===== config.mk =====
export PLATFORM = sky130hd
export DESIGN_NAME = pe_feeder
export DESIGN_NICKNAME = d
export VERILOG_FILES = /design/src/rtl/pe_feeder.sv
export SDC_FILE = /design/constraint.sdc
export NUM_CORES = 1
export LEC_CHECK = 0
export CORE_MARGIN = 3
export CORE_UTILIZATION = 40
export CTS_CLUSTER_SIZE = 16
export DETAILED_ROUTE_END_ITERATION = 10
export GPL_TIMING_DRIVEN = 0
export PLACE_DENSITY = 0.66
export SYNTH_ARGS = -nofsm -noshare
export SYNTH_HDL_FRONTEND = slang
export SYNTH_SLANG_ARGS = --single-unit
export TNS_END_PERCENT = 50

===== constraint.sdc =====
create_clock -name clk -period 13.1 [get_ports clk]
set_clock_uncertainty 0.2 [all_clocks]
set_input_delay 1.31 -clock clk [delete_from_list [all_inputs] [get_ports clk]]
set_output_delay 1.31 -clock clk [all_outputs]
set_load 0.005 [all_outputs]

===== src/rtl/pe_feeder.sv =====
// Sequencer for one PE column: weight bank plus pixel FIFO turned into a pe_in/pe_filter/mode/activate stream.
// Optional PE_FEEDER_STALL_CNT_EN adds a saturating stall_cnt output.
module pe_feeder #(
  parameter int DATA_W     = 8,
  parameter int KSIZE      = 9,
  parameter int FIFO_DEPTH = 16
) (
  input  logic              clk,
  input  logic              rst,
  input  logic              wgt_valid,
  input  logic [DATA_W-1:0] wgt_data,
  output logic              wgt_ready,
  input  logic              pix_valid,
  input  logic [DATA_W-1:0] pix_data,
  output logic              pix_ready,
  input  logic              start,
  input  logic              job_type,
  input  logic [7:0]        job_len,
  input  logic [DATA_W-1:0] bias,
  output logic [DATA_W-1:0] pe_in,
  output logic [DATA_W-1:0] pe_filter,
  output logic [1:0]        mode_o,
  output logic              activate,
  output logic              busy,
`ifdef PE_FEEDER_STALL_CNT_EN
  output logic [15:0]       stall_cnt,
`endif
  output logic              done
);

  localparam int WP_W  = (KSIZE > 1) ? $clog2(KSIZE) : 1;
  localparam int CNT_W = (WP_W > 8) ? WP_W : 8;
  localparam int AW    = $clog2(FIFO_DEPTH);
  localparam logic [AW:0] FULL_CNT = (AW+1)'(FIFO_DEPTH);

  typedef enum logic [1:0] {IDLE, LOADW, RUN, DONE} state_t;

  state_t            state_q;
  logic [DATA_W-1:0] bank_q [KSIZE];
  logic [WP_W-1:0]   wptr_q;
  logic [DATA_W-1:0] fifo_mem [FIFO_DEPTH];
  logic [AW-1:0]     rd_ptr_q, wr_ptr_q;
  logic [AW:0]       count_q;
  logic              job_type_q;
  logic [7:0]        job_len_q;
  logic [DATA_W-1:0] bias_q;
  logic [CNT_W-1:0]  cnt_q;
  logic [DATA_W-1:0] pe_in_q, pe_filter_q;
  logic [1:0]        mode_q;
  logic              activate_q, done_q;

  logic push, pop, wgt_hs, accept, last_tap;

  assign wgt_ready = (state_q == IDLE);
  assign pix_ready = (count_q != FULL_CNT);
  assign push      = pix_valid && pix_ready;
  // No bypass: a freshly pushed pixel only becomes poppable once counted.
  assign pop       = (state_q == RUN) && (count_q != '0);
  assign wgt_hs    = wgt_valid && wgt_ready;
  assign accept    = (state_q == IDLE) && start;
  assign last_tap  = job_type_q ? (cnt_q == CNT_W'(job_len_q) - CNT_W'(1))
                                : (cnt_q == CNT_W'(KSIZE - 1));

  assign pe_in     = pe_in_q;
  assign pe_filter = pe_filter_q;
  assign mode_o    = mode_q;
  assign activate  = activate_q;
  assign done      = done_q;
  assign busy      = (state_q != IDLE);

  always_ff @(posedge clk or posedge rst) begin
    if (rst) begin
      for (int i = 0; i < KSIZE; i++) bank_q[i] <= '0;
      wptr_q <= '0;
    end else begin
      if (wgt_hs) bank_q[wptr_q] <= wgt_data;
      if (accept)
        wptr_q <= '0;
      else if (wgt_hs)
        wptr_q <= (wptr_q == WP_W'(KSIZE - 1)) ? '0 : wptr_q + WP_W'(1);
    end
  end

  always_ff @(posedge clk) begin
    if (push) fifo_mem[wr_ptr_q] <= pix_data;
  end

  always_ff @(posedge clk or posedge rst) begin
    if (rst) begin
      rd_ptr_q <= '0;
      wr_ptr_q <= '0;
      count_q  <= '0;
    end else begin
      if (push) wr_ptr_q <= wr_ptr_q + AW'(1);
      if (pop)  rd_ptr_q <= rd_ptr_q + AW'(1);
      case ({push, pop})
        2'b10:   count_q <= count_q + (AW+1)'(1);
        2'b01:   count_q <= count_q - (AW+1)'(1);
        default: count_q <= count_q;
      endcase
    end
  end

  // Outputs show the action of a state on the edge that leaves it.
  always_ff @(posedge clk or posedge rst) begin
    if (rst) begin
      state_q     <= IDLE;
      job_type_q  <= 1'b0;
      job_len_q   <= '0;
      bias_q      <= '0;
      cnt_q       <= '0;
      pe_in_q     <= '0;
      pe_filter_q <= '0;
      mode_q      <= 2'd3;
      activate_q  <= 1'b0;
      done_q      <= 1'b0;
    end else begin
      done_q <= 1'b0;
      case (state_q)
        IDLE: begin
          if (start) begin
            job_type_q <= job_type;
            job_len_q  <= job_len;
            bias_q     <= bias;
            cnt_q      <= '0;
            state_q    <= job_type ? LOADW : RUN;
          end
        end
        LOADW: begin
          mode_q      <= 2'd2;
          pe_filter_q <= bank_q[0];
          activate_q  <= 1'b0;
          state_q     <= (job_len_q == 8'd0) ? DONE : RUN;
        end
        RUN: begin
          if (pop) begin
            pe_in_q     <= fifo_mem[rd_ptr_q];
            pe_filter_q <= job_type_q ? bias_q : bank_q[cnt_q[WP_W-1:0]];
            mode_q      <= {1'b0, job_type_q};
            activate_q  <= 1'b1;
            cnt_q       <= cnt_q + CNT_W'(1);
            if (last_tap) state_q <= DONE;
          end else begin
            mode_q     <= 2'd3;
            activate_q <= 1'b0;
          end
        end
        default: begin
          done_q     <= 1'b1;
          mode_q     <= 2'd3;
          activate_q <= 1'b0;
          state_q    <= IDLE;
        end
      endcase
    end
  end

`ifdef PE_FEEDER_STALL_CNT_EN
  logic [15:0] stall_cnt_q;
  assign stall_cnt = stall_cnt_q;

  always_ff @(posedge clk or posedge rst) begin
    if (rst)
      stall_cnt_q <= '0;
    else if (accept)
      stall_cnt_q <= '0;
    else if (state_q == RUN && !pop && stall_cnt_q != 16'hFFFF)
      stall_cnt_q <= stall_cnt_q + 16'd1;
  end
`endif

endmodule


==> impl_metrics.csv <==
group,metric,value,unit
power,finalPower,3060,µW
timing,tightest_slew,1.31,ns
detailed_routing,drc,0,
run,maxCapViolations,0,
detailed_routing,drt-initial-drc-count,439,
timing,worst_hold_slack,0.283,ns
place,dp.final_hpwl,16700,µm
logic_synthesis,yosys_warnings,0,
floorplanning,io_pins,61,
global_routing,grt_max_degree,71,
floorplanning,rows,61,
floorplanning,dieArea,0.0311,mm²
detailed_routing,vias,6632,
layout,drive_gt1_share,23.8,%
logic_synthesis,synthFlopType,"dfrtp_1",
cts,postCtsHoldBufs,0,
logic_synthesis,synth_area_leader_cell,"edfxtp_1",
floorplanning,die_w,176,µm
setup_path,path_cells,"inv_1, ha_1, clkbuf_1, inv_1, clkdlybuf4s50_1",
power,p_per_area,224,mW/mm²
timing,finalWorstSetupSlack,9.01,ns
layout,antenna_cells,0,
cts,numCtsBuffers,28,
floorplanning,fp.dieH,176,µm
power,ir_drop,0.106,mV
setup_path,slowest_stage,"clkdlybuf4s50_1",
setup_path,critical_path_arrival,2.58,ns
layout,nFillCells,2451,
cts,cts_sinks,264,
logic_synthesis,ys_seq_area_share,62.4,%
setup_path,slowest_delay,0.52,ns
cts,clockBufferDepth,3,
setup_path,critPathMostFrequentCell,"inv_1",
timing,fmax,245,MHz
detailed_routing,wl_per_cell,19.7,µm
layout,multi_input_area,0.00416,mm²
min_path,hold_class,"reg2reg",
cts,cts_root_buf,"clkbuf_16",
timing,period_share,31.2,%
setup_path,cp-end-kind,"output port",
layout,regArea,0.00725,mm²
place,numPortBuffers,59,
logic_synthesis,syn_nets,822,
logic_synthesis,syn_avg_cell_area,15.2,µm²
cts,path_clk_slew,0.06,ns
logic_synthesis,synthTopCellsByArea,"edfxtp_1 (33%), dfrtp_1 (29%), mux4_2 (11%)",
timing,max_slew_margin,12.0,%
cts,cts_tree,"yes",
place,dp_slack,8.89,ns
timing,final_hold_viol_count,0,
timing,fin_tns_setup,0,ns
timing,rsz0062_at_grt,"false",
timing,finalSetupViolations,0,
cts,clkLatencyLatePin,0.54,ns
cts,post_cts_buffers,0,
layout,synthToLayoutAreaGrowth,17.8,%
timing,slew_viol_final,0,
setup_path,worstPathMaxFanout,10,
floorplanning,start_util,41.1,%
power,p_leak,0.00530,µW
setup_path,crit_required,11.59,ns
floorplanning,coreArea,0.0282,mm²
global_routing,antenna_found_initial,0,
detailed_routing,drt-total-wl,24700,µm
detailed_routing,drtPass1Iterations,4,
logic_synthesis,synth_cell_types,56,
logic_synthesis,netlist_top_cells_count,"dfrtp_1 (134), edfxtp_1 (128), mux2_2 (91), nand2_1 (67), mux4_2 (56)",
logic_synthesis,synth-seq-cells,264,
run_status,status,"finished, final reports clean",
layout,nets,912,
logic_synthesis,syn_area,0.0116,mm²
cts,htree_levels,1,
global_routing,grt_pass1_wl,39300,µm
detailed_routing,vias_per_cell,5.29,
setup_path,path_class,"reg2out",
timing,min_period,4.09,ns
logic_synthesis,async_reset_ff_share,51.5,%
setup_path,setup.worst_path.start_class,"flip-flop",
detailed_routing,ant_nets,0,
logic_synthesis,synth_top_area_share,33.1,%
cts,ctsResizeCount,0,
place,gp_congestion,0.823,
logic_synthesis,synth_edf_count,128,
global_routing,track_usage,16.1,%
logic_synthesis,syn-instance-count,763,
logic_synthesis,yosysMostFrequentCell,"dfrtp_1",
global_routing,grt_pass1_vias,6941,
global_routing,grt-ovfl-total,0,
## routing by layer
layer,vias to the layer above,global-route usage (%),share of wire (%)
li1,3059,-,-
met1,3410,22.2,44
met4,0,3.57,1.3
met2,140,27.1,49
met5,-,0,0
met3,23,2.56,5.2
## power breakdown
part           switching [µW]  total (µW)  leakage, µW  internal (µW)
registers                 108        1170      0.00290           1060
logic                     558        1080      0.00192            525
clock network             322         812     0.000474            491
## cell usage in the layout (no fill, tap or decap), drive strengths merged, types with 8 or more instances in the layout
cell and n:
clkbuf 54, clkdlybuf4s50 59, nor3 9, clkinv 14, inv 16, dfrtp 134, xor2 8, buf 16
nand3 14, nand2b 14, edfxtp 128, ha 20, o21ai 27, mux2i 12, mux2 91, mux4 56
nand2 67, nor2 35, a21oi 13, xnor2 12
## kinds of logic (layout without fill, tap and decap cells)
logic type / count (synthesis) / in the layout / synth area share (%)
simple gates: 167 / 167 / 6.85
buf+inv: 54 / 166 / 1.84
flops: 264 / 264 / 62.4
xor+xnor: 20 / 20 / 1.51
mux: 159 / 159 / 20.7
fa+ha+maj: 21 / 21 / 2.33
compound gates: 78 / 78 / 4.36
## through the flow
step	instance area (µm²)	utilization, %	cells
6_report	13700	48.4	1253
5_1_grt	13700	48.4	1253
4_1_cts	13700	48.4	1253
3_5_place_dp	12700	45.0	1201
3_3_place_gp	12700	44.9	1200
2_1_floorplan	11600	-	763
## critical path, delay by kind of cell, from the launching register on
kind | cells | cell delay, ns
buffers and inverters | 4 | 1.33
DFF | 1 | 0.42
adders and majority gates | 1 | 0.28
## flip-flops by register name (all words and copies together), names as in the netlist
register and count:
state_q 2, bias_q 8, rd_ptr_q 4, mode_o 2, count_q 5, fifo_mem 128
job_type_q 1, wr_ptr_q 4, pe_in 8, job_len_q 8, bank_q 72, wptr_q 4
activate 1, done 1, cnt_q 8, pe_filter 8
## cell type report
class / instances / area share [%]
buffer: 38 / 1.12
sequential: 264 / 53.0
inverter: 16 / 0.476
tap: 378 / 3.46
multi-input combinational: 445 / 30.4
clock inverter: 21 / 1.52
clock buffer: 31 / 5.51
timing repair buffer: 60 / 4.52
## path summary, 6_finish.rpt
| kind | start | to | slack, ns | cells past startpoint |
|---|---|---|---|---|
| min in group asynchronous | rst | bank_q[44] | 1.03 | 2 |
| max in group asynchronous | rst | pe_in[4] | 10.91 | 3 |
| hold reg to reg | mode_o[0] | mode_o[0] | 0.28 | 2 |
| setup reg to reg | state_q[0] | count_q[4] | 9.45 | 13 |
| hold / removal | mode_o[0] | mode_o[0] | 0.28 | 2 |
| setup / recovery | state_q[0] | busy | 9.01 | 5 |
(Power assumes the default switching activity.)
